==> src/rtl/nes_dma_engine.sv <==
// nes_dma_engine -- CPU-bus DMA for OAM sprite copy (ch0) and DMC sample fetch (ch1).
//
// The engine halts the CPU through cpu_rdy and takes the bus (bus_own=1). Reads are
// only issued on get cycles (phase=0), and writes only on put cycles (phase=1).
// A DMC fetch takes priority over OAM at any get cycle.
//
// Ports:
//   clk, reset        one edge per CPU cycle; asynchronous active-high reset
//   cpu_addr/we/wdata CPU write snoop; a write to TRIGGER_ADDR starts an OAM copy of page cpu_wdata
//   bus_rdata         read data from the decoded bus
//   dmc_req/dmc_addr  level request for one DMC byte, held until dmc_ack
//   cpu_rdy           0 = CPU halted
//   bus_own           1 = dma_addr/dma_we/dma_wdata drive the bus
//   dma_addr/we/wdata DMA bus cycle
//   dmc_ack/dmc_data  one-cycle pulse with the fetched DMC byte
//   oam_busy          OAM transfer pending or in progress
//   oam_index         next OAM byte index
module nes_dma_engine #(
  parameter logic [15:0] TRIGGER_ADDR  = 16'h4014,
  parameter logic [15:0] OAM_PORT_ADDR = 16'h2004,
  parameter int          XFER_LEN      = 256,
  parameter bit          DMC_EN        = 1'b1
) (
  input  logic        clk,
  input  logic        reset,
  input  logic [15:0] cpu_addr,
  input  logic        cpu_we,
  input  logic [7:0]  cpu_wdata,
  input  logic [7:0]  bus_rdata,
  input  logic        dmc_req,
  input  logic [15:0] dmc_addr,
  output logic        cpu_rdy,
  output logic        bus_own,
  output logic [15:0] dma_addr,
  output logic        dma_we,
  output logic [7:0]  dma_wdata,
  output logic        dmc_ack,
  output logic [7:0]  dmc_data,
  output logic        oam_busy,
  output logic [7:0]  oam_index
);

  localparam logic [7:0] LAST_IDX = 8'(XFER_LEN - 1);

  typedef enum logic [2:0] {IDLE, HALT, ALIGN, GET, PUT, DONE} state_t;

  state_t     state, state_nx;
  logic       phase;      // 0 = get cycle, 1 = put cycle
  logic [7:0] page;
  logic [7:0] index;
  logic [7:0] hold;
  logic       oam_pend;
  logic       trig_q;
  logic       trig_dec;
  logic       trig;
  logic       dmc_go;
  logic       dmc_fetch;
  logic       oam_rd;
  logic       oam_wr;

  // Edge-detect the trigger decode so a held write strobe starts one transfer.
  // A trigger while a transfer is pending is dropped, leaving page untouched.
  assign trig_dec = cpu_we && (cpu_addr == TRIGGER_ADDR);
  assign trig     = trig_dec && !trig_q && !oam_pend;
  assign dmc_go   = DMC_EN && dmc_req;

  assign oam_busy  = oam_pend;
  assign oam_index = index;

  always_ff @(posedge clk or posedge reset) begin
    if (reset) state <= IDLE;
    else       state <= state_nx;
  end

  always_comb begin
    state_nx  = state;
    cpu_rdy   = 1'b1;
    bus_own   = 1'b0;
    dma_addr  = 16'h0000;
    dma_we    = 1'b0;
    dma_wdata = 8'h00;
    dmc_fetch = 1'b0;
    oam_rd    = 1'b0;
    oam_wr    = 1'b0;
    case (state)
      IDLE: if (oam_pend || dmc_go) state_nx = HALT;
      HALT: begin
        cpu_rdy  = 1'b0;
        // GET must land on a get cycle; burn one put cycle if HALT sits on a get.
        state_nx = phase ? GET : ALIGN;
      end
      ALIGN: begin
        cpu_rdy  = 1'b0;
        state_nx = GET;
      end
      GET: begin
        cpu_rdy = 1'b0;
        if (dmc_go) begin
          bus_own   = 1'b1;
          dma_addr  = dmc_addr;
          dmc_fetch = 1'b1;
          // The DMC read consumed the get slot; the following put slot is idle.
          state_nx  = oam_pend ? ALIGN : DONE;
        end else if (oam_pend) begin
          bus_own  = 1'b1;
          dma_addr = {page, index};
          oam_rd   = 1'b1;
          state_nx = PUT;
        end else begin
          // DMC request withdrawn before service: nothing to do.
          state_nx = DONE;
        end
      end
      PUT: begin
        cpu_rdy   = 1'b0;
        bus_own   = 1'b1;
        dma_we    = 1'b1;
        dma_addr  = OAM_PORT_ADDR;
        dma_wdata = hold;
        oam_wr    = 1'b1;
        state_nx  = (index == LAST_IDX) ? DONE : GET;
      end
      DONE:    state_nx = IDLE;
      default: state_nx = IDLE;
    endcase
  end

  always_ff @(posedge clk or posedge reset) begin
    if (reset) begin
      phase    <= 1'b0;
      trig_q   <= 1'b0;
      page     <= 8'h00;
      index    <= 8'h00;
      hold     <= 8'h00;
      oam_pend <= 1'b0;
      dmc_ack  <= 1'b0;
      dmc_data <= 8'h00;
    end else begin
      phase   <= ~phase;
      trig_q  <= trig_dec;
      dmc_ack <= dmc_fetch;
      if (dmc_fetch) dmc_data <= bus_rdata;
      if (oam_rd)    hold     <= bus_rdata;
      // trig requires !oam_pend and oam_wr implies oam_pend, so these never collide.
      if (trig) begin
        page     <= cpu_wdata;
        index    <= 8'h00;
        oam_pend <= 1'b1;
      end
      if (oam_wr) begin
        if (index == LAST_IDX) begin
          index    <= 8'h00;
          oam_pend <= 1'b0;
        end else begin
          index <= index + 8'h01;
        end
      end
    end
  end

endmodule

==> config.mk <==
export PLATFORM = sky130hd
export DESIGN_NAME = nes_dma_engine
export DESIGN_NICKNAME = d
export VERILOG_FILES = /design/src/rtl/nes_dma_engine.sv
export SDC_FILE = /design/constraint.sdc
export NUM_CORES = 1
export LEC_CHECK = 0
export BUFFER_PORTS_ARGS = -buffer_cell sky130_fd_sc_hd__buf_2
export CELL_PAD_IN_SITES_DETAIL_PLACEMENT = 0
export CELL_PAD_IN_SITES_GLOBAL_PLACEMENT = 1
export CORE_ASPECT_RATIO = 1.5
export CORE_MARGIN = 5
export CORE_UTILIZATION = 31
export CTS_CLUSTER_DIAMETER = 60
export DETAILED_ROUTE_END_ITERATION = 16
export GPL_TIMING_DRIVEN = 1
export PLACE_DENSITY_LB_ADDON = 0.1
export SLEW_MARGIN = 20
export SYNTH_ARGS = -nofsm -noshare
export SYNTH_HDL_FRONTEND = slang
export SYNTH_SLANG_ARGS = --single-unit
==> constraint.sdc <==
create_clock -name clk -period 1.7 [get_ports clk]
set_clock_uncertainty 0.15 [all_clocks]
set_input_delay 0.255 -clock clk [delete_from_list [all_inputs] [get_ports clk]]
set_output_delay 0.255 -clock clk [all_outputs]
set_load 0.01 [all_outputs]
==> results.toml, run 1 <==
[status]
result_of_the_run = "complete, but fails checks"
failed_checks = "negative setup slack"

[timing]
fin_crit_sh = 1.258
fmaxAchievable_mhz = 467.7
setup_viol = 43
grt_setup_unrepaired = "true"
final_period_minus_worst_setup_slack_ns = 2.138
relSlewSlack = 0.6679
worst_slew_pin_slew_ns = 0.4981
timing.setup.tns_ns = -13.09
post-route-worst-setup-slack_ns = -0.4383
number_of_hold_violations_in_the_final_report = 0
final_slew_viol_count = 0

[worst_setup_path]
cp_max_fo = 10
critical_path_end_type = "output port"
sequence_of_cells_on_the_critical_path = "nand2_1 -> or2_4 -> nor3b_4 -> buf_6 -> buf_12 -> a221o_1 -> buf_2"
crit_slowest_cell = "dfrtp_1"
worst-endpoint-required_ns = 1.29
crit_type = "reg -> out"
cp_data_arrival_time_ns = 1.73
worst_setup_path_start_kind = "register"
cp_peak_stage_delay_ns = 0.35

[cts]
cts_buffer_depth = 2
clockRootBuffer = "clkbuf_8"
insertion_delay_ns = 0.29
clock_tree.htree_level_count = 2
clkTransAtPathRegs_ns = 0.07
num_cts_buffers = 5
clk_sinks = 39
tritoncts = "done"

[routing]
routed-via-count = 1874
routed_length_per_placed_instance_um = 15.90
drc = 0
vias_per_cell = 4.893
dr.pass1.iters = 4
totalWireLength_um = 6088
postRouteAntennaNets = 0
drt_iter0_drc = 58

[grt]
grt_antenna_before_repair = 0
grt_start_max_net_pins = 40
vias_in_the_first_global_route = 1868
globalRouteOverflowTotal = 0
grtUsageTotal = 0.1445
grt_first_pass_wirelength_um = 8873

[synth]
postSynth.asyncResetShare = 1.000
synth_top_family_by_area = "simple AND/OR/NAND/NOR gates"
post_synth_and_or_nand_nor_area_fraction = 0.1831
area_share_of_xor_xnor_cells_in_the_synthesized_design = 0.004419
ys.flop_type = "dfrtp_1"
synth_area_per_cell_um2 = 11.80
unique_masters_post_synth = 44
synth.yosys.seq_area_share = 0.4924
synthesis.area_mm2 = 0.001982
synth_enable_flop_cells = 0
mappedNetlistNets = 221
synth_area_in_compound_gates = 0.1471
post_synth_fa_ha_maj_area_fraction = 0.006313
netlist_instances = 168
synth_mux_area_frac = 0.1364
synth.ff_latch_count = 39
ys.warnings.count = 0

[floorplan]
initial_utilization = 0.3210
dieArea_mm2 = 0.008126
core_area_mm2 = 0.006175
row_cnt = 35
floorplan.io_pins = 97
die_h_um = 107.9
die_w_um = 75.29

[power_and_ir_drop]
seqPwrFrac = 0.356
p_leak_nw = 1.700
cellPowerDensity_mw_per_mm2 = 1096
total_switching_power_mw = 1.206
vdd.ir_drop.worst_mv = 0.8801
power.share.combinational = 0.451
proportion_of_total_power_due_to_net_switching = 0.3381
internal_power_mw = 2.360
share_clk_of_total_power = 0.194

[placed_design]
globalplace.congestion = 0.7523
worst_setup_timing_slack_at_the_placement_stage_ns = -0.2188
number_of_buffers_added_on_ports = 96
dpl.hpwl_um = 4272

[finish]
n_antenna_cell = 0
finish.utilization = 0.5268
commonest_non_fill_non_tap_cell_in_the_layout = "buf_2"
areaGrowthSynthToFinish_pct = 64.14
layout.filler_cells = 579
drive_above_1_share = 0.6375
layout.area.seq_um2 = 975.9
most-common-layout-cells = "buf_2, dfrtp_1, buf_6, buf_4, mux2_2"
multiInputGateArea_mm2 = 0.001067
final_net_count = 361

[min_path]
hold_path_class = "in -> reg"

[flow_run]
cap_violations = 0
-- state kept, by name (all words and copies together) (netlist names) --
register / flops
dmc_data: 8
hold: 8
oam_index: 8
page: 8
state: 3
dmc_ack: 1
oam_busy: 1
phase: 1
trig_q: 1
-- cell usage after synthesis (2+ instances only) --
cell,n,share of area
nor2_1,5,0.0095
a211o_1,4,0.018
and3_1,5,0.016
inv_1,3,0.0057
a221o_1,2,0.010
nor3_1,5,0.013
nand2_1,11,0.021
buf_2,3,0.0076
nand3_1,3,0.0076
a31oi_1,2,0.0063
nor2b_1,2,0.0063
o21ai_0,7,0.018
a22o_1,14,0.062
and2_1,9,0.028
mux2_2,24,0.14
buf_4,2,0.0076
dfrtp_1,39,0.49
nor3b_1,2,0.0076
-- power by group through the flow --
| stage | logic (mW) | registers [mW] | clock network, mW |
|---|---|---|---|
| after floorplan | 0.549 | 1.37 | 0 |
| after global placement | 1.31 | 1.28 | 0 |
| after detailed placement | 1.32 | 1.28 | 0 |
| after CTS | 1.46 | 1.26 | 0.709 |
| after global routing | 1.76 | 1.29 | 0.750 |
| final | 1.61 | 1.27 | 0.691 |
-- worst max-delay path: cells and delay by family (launching register included) --
kind                   cells  cell delay [ns]
flip-flops                 1             0.35
buffers and inverters      3             0.39
AO/OA/AOI/OAI              1             0.15
AND/OR/NAND/NOR            3             0.55
-- path summary, 6_finish.rpt --
kind                              start            to  slack [ns]  cells after the start
setup / recovery               state[1]  dma_addr[13]       -0.44                      7
hold / removal             cpu_wdata[3]       page[3]        0.05                      2
setup reg to reg               state[1]       hold[7]       -0.34                     10
hold reg to reg                   phase         phase        0.26                      1
max in group asynchronous         reset  oam_index[3]        0.58                      4
min in group asynchronous         reset   dmc_data[2]        0.47                      4
-- kinds of logic after synthesis --
group,count (synthesis)
mux,24
xor+xnor,1
compound gates,37
flops,39
fa+ha+maj,1
buf+inv,11
simple gates,55
-- area by class of cell --
type,count,share of cell area
sequential,39,0.3000
multi-input combinational,118,0.3281
inverter,4,0.006154
clock inverter,1,0.002308
tap,74,0.02846
timing repair buffer,140,0.3054
clock buffer,7,0.02962
-- through the flow --
step / power (mW) / cell area, um2 / std cells / hold WS (ns)
after floorplan: 1.923 / 1998 / 168 / 0.2392
after global placement: 2.595 / 2721 / 353 / 0.2552
after detailed placement: 2.605 / 2721 / 353 / 0.2588
after CTS: 3.433 / 2977 / 369 / 0.03943
after global routing: 3.805 / 3253 / 383 / 0.03207
final: 3.566 / 3253 / 383 / 0.04651
-- timing repair --
item                                    4_1_cts  5_1_grt
endpoints found under the setup margin       40       52
pin swaps                                     5        8
endpoints found under the hold margin        39        0
cloned                                        1        1
setup buffers                                 6       13
hold buffers                                  1        0
gates resized for setup                      20       38
-- layer usage --
metal | wire, um | global-route usage | vias up
met5 | 0 | 0 | -
li1 | - | - | 904
met1 | 2437 | 0.1733 | 906
met2 | 3169 | 0.2515 | 59
met3 | 416 | 0.03535 | 5
met4 | 64 | 0.03875 | 0
Note: power is estimated with default switching activity, not from simulation.
==> run 2, diff against run 1 <==
ABC_AREA = 1   (was default)
CORE_UTILIZATION = 30   (was 31)
==> run 2 against run 1 <==
The run still ends with negative setup slack left. Count of clock-buffer cells in the layout fell by 1. Sequential share of layout area rose by 0.77 points. Global-route usage rose by 0.24 points. Clock power fell by 8.0%. Area after synthesis rose by 8.5%. Critical path depth fell by 1. First-iteration DRC count rose by 43%. Synthesized cell count rose by 60%. Final cell count rose by 22%. Wire length rose by 4.0%. Maximum frequency rose by 13%. Critical endpoint is now dma_addr[3].
==> results.toml, run 2 <==
[synth]
synth_commonest_cells = "nand2_1, dfrtp_1, nor2_1, inv_1, o21ai_2"
mappedNetlistNets = 321
synth_top_cells_by_area = "dfrtp_1, nand2_1, o21ai_2"
yosys_top_cell_by_area = "dfrtp_1"
synth_enable_flop_cells = 0
ys.flop_type = "dfrtp_1"
ys.warnings.count = 0
unique_masters_post_synth = 27
synth.yosys.seq_area_share = 0.4540
synthesis.area_mm2 = 0.002150
yosys.cell_count.top_type = "nand2_1"
netlist.area_leader.share = 0.4540
synth.ff_latch_count = 39
postSynth.asyncResetShare = 1.000
synth_area_per_cell_um2 = 8.021
netlist_instances = 268

[routing]
postRouteAntennaNets = 0
drt_iter0_drc = 83
routed_length_per_placed_instance_um = 13.53
routed-via-count = 2211
vias_per_cell = 4.724
dr.pass1.iters = 4
drc = 0
totalWireLength_um = 6332

[finish]
areaGrowthSynthToFinish_pct = 47.56
commonest_non_fill_non_tap_cell_in_the_layout = "buf_2"
finish.utilization = 0.4568
drive_above_1_share = 0.4923
most-common-layout-cells = "buf_2, nand2_1, dfrtp_1, inv_1, nor2_1"
layout.filler_cells = 729
final_net_count = 443
n_antenna_cell = 0

[floorplan]
floorplan.io_pins = 97
row_cnt = 37
die_h_um = 113.7
core_area_mm2 = 0.006944
dieArea_mm2 = 0.008993
die_w_um = 79.12
initial_utilization = 0.3095

[grt]
vias_in_the_first_global_route = 2274
globalRouteOverflowTotal = 0
grt_antenna_before_repair = 0
grtUsageTotal = 0.1469
grt_first_pass_wirelength_um = 10650
grt_start_max_net_pins = 40

[power_and_ir_drop]
p_leak_nw = 1.733
internal_power_mw = 2.577
power.share.combinational = 0.516
report.power.total_mw = 4.373
proportion_of_total_power_due_to_net_switching = 0.4107
cellPowerDensity_mw_per_mm2 = 1379
vdd.ir_drop.worst_mv = 0.4940
share_clk_of_total_power = 0.145
seqPwrFrac = 0.339
total_switching_power_mw = 1.796

[timing]
final_slew_viol_count = 0
timing.setup.tns_ns = -3.421
fin_crit_sh = 1.114
number_of_hold_violations_in_the_final_report = 0
relSlewSlack = 0.7666
fmaxAchievable_mhz = 528.0
post-route-worst-setup-slack_ns = -0.1941
worst_slew_pin_slew_ns = 0.3491
setup_viol = 27
grt_setup_unrepaired = "true"
final_period_minus_worst_setup_slack_ns = 1.894

[placed_design]
dpl.hpwl_um = 4771
number_of_buffers_added_on_ports = 96
globalplace.congestion = 0.7134
worst_setup_timing_slack_at_the_placement_stage_ns = 0.005968

[worst_setup_path]
worst-endpoint-required_ns = 1.29
worst_setup_path_start_kind = "register"
cp_data_arrival_time_ns = 1.49
cp_max_fo = 11
path_buf_inv = 3
cp_peak_stage_delay_ns = 0.38
largest_delay_contributor_family_on_the_critical_path = "flip-flops"
crit_type = "reg -> out"
crit_slowest_cell = "dfrtp_1"
critical_path_end_type = "output port"
sequence_of_cells_on_the_critical_path = "inv_2 -> nor3_4 -> buf_4 -> nand2_8 -> o21ai_2 -> buf_2"

[cts]
cts_buffer_depth = 2
clk_sinks = 39
clockRootBuffer = "clkbuf_8"
num_cts_buffers = 5
tritoncts = "done"
clock_tree.htree_level_count = 2
clkTransAtPathRegs_ns = 0.08
insertion_delay_ns = 0.29

[flow_run]
cap_violations = 0

[min_path]
hold_path_class = "in -> reg"

[status]
failed_checks = "negative setup slack"
result_of_the_run = "complete, but fails checks"
## run 2: per-stage QoR
| stage | hold WS, ns | instances | instance area, um2 |
|---|---|---|---|
| after floorplan | 0.2333 | 268 | 2150 |
| after global placement | 0.1768 | 450 | 2815 |
| after global routing | 0.06234 | 468 | 3172 |
| final | 0.05890 | 468 | 3172 |
| after CTS | 0.05468 | 464 | 3063 |
| after detailed placement | 0.1829 | 450 | 2815 |
## run 2: worst min-delay path: cells and delay by family
family | cells | cell delay (ns)
buffers and inverters | 1 | 0.08
AND/OR/NAND/NOR | 2 | 0.14
## run 2: layer usage
| layer | track usage | vias up | routed length, um | share of wire |
|---|---|---|---|---|
| li1 | - | 1117 | - | - |
| met1 | 0.1732 | 1020 | 2529 | 0.40 |
| met2 | 0.2660 | 68 | 3388 | 0.54 |
| met4 | 0.04014 | 0 | 63 | 0.0099 |
| met5 | 0 | - | 0 | 0 |
| met3 | 0.03081 | 6 | 351 | 0.055 |
## run 2: path summary, 6_finish.rpt
kind / endpoint / cells past startpoint / from / slack (ns)
worst min-delay path: page[0] / 3 / cpu_wdata[0] / 0.06
worst max register to register: oam_index[7] / 8 / state[0] / 0.03
min in group asynchronous: hold[4] / 4 / reset / 0.41
max in group asynchronous: dmc_data[7] / 4 / reset / 0.78
worst min register to register: phase / 1 / phase / 0.26
worst max-delay path: dma_addr[3] / 6 / state[1] / -0.19
## run 2: kinds of logic (layout without fill, tap and decap cells)
| logic type | Yosys count | after routing | share of synthesized area |
|---|---|---|---|
| AO/OA/AOI/OAI | 46 | 46 | 0.1595 |
| XOR/XNOR | 1 | 1 | 0.004075 |
| adder cells (fa/ha/maj) | 1 | 1 | 0.005820 |
| buffers and inverters | 44 | 166 | 0.08906 |
| AND/OR/NAND/NOR | 137 | 137 | 0.2875 |
| flip-flops | 39 | 39 | 0.4540 |
## run 2: power by group through the flow
stage,registers (mW),logic [mW],clock network (mW)
final,1.48,2.26,0.636
after global routing,1.52,2.52,0.703
after CTS,1.48,2.17,0.661
after detailed placement,1.50,1.92,0
after global placement,1.50,1.91,0
after floorplan,1.58,1.06,0
## run 2: layout make-up
class / instances / area [um2] / area share
Clock buffer: 6 / 82.58 / 0.02604
Tap cell: 78 / 97.59 / 0.03077
Clock inverter: 1 / 5.005 / 0.001578
Timing Repair Buffer: 126 / 779.5 / 0.2458
Multi-Input combinational cell: 185 / 1095 / 0.3452
Sequential cell: 39 / 975.9 / 0.3077
Inverter: 33 / 136.4 / 0.04300
## run 2: repair_timing
item,in CTS,in global routing
hold buffers,1,0
gates cloned,1,0
pin swaps,3,4
hold endpoints to repair,39,0
setup endpoints to repair,27,34
setup buffers,5,4
gates resized for setup,21,24
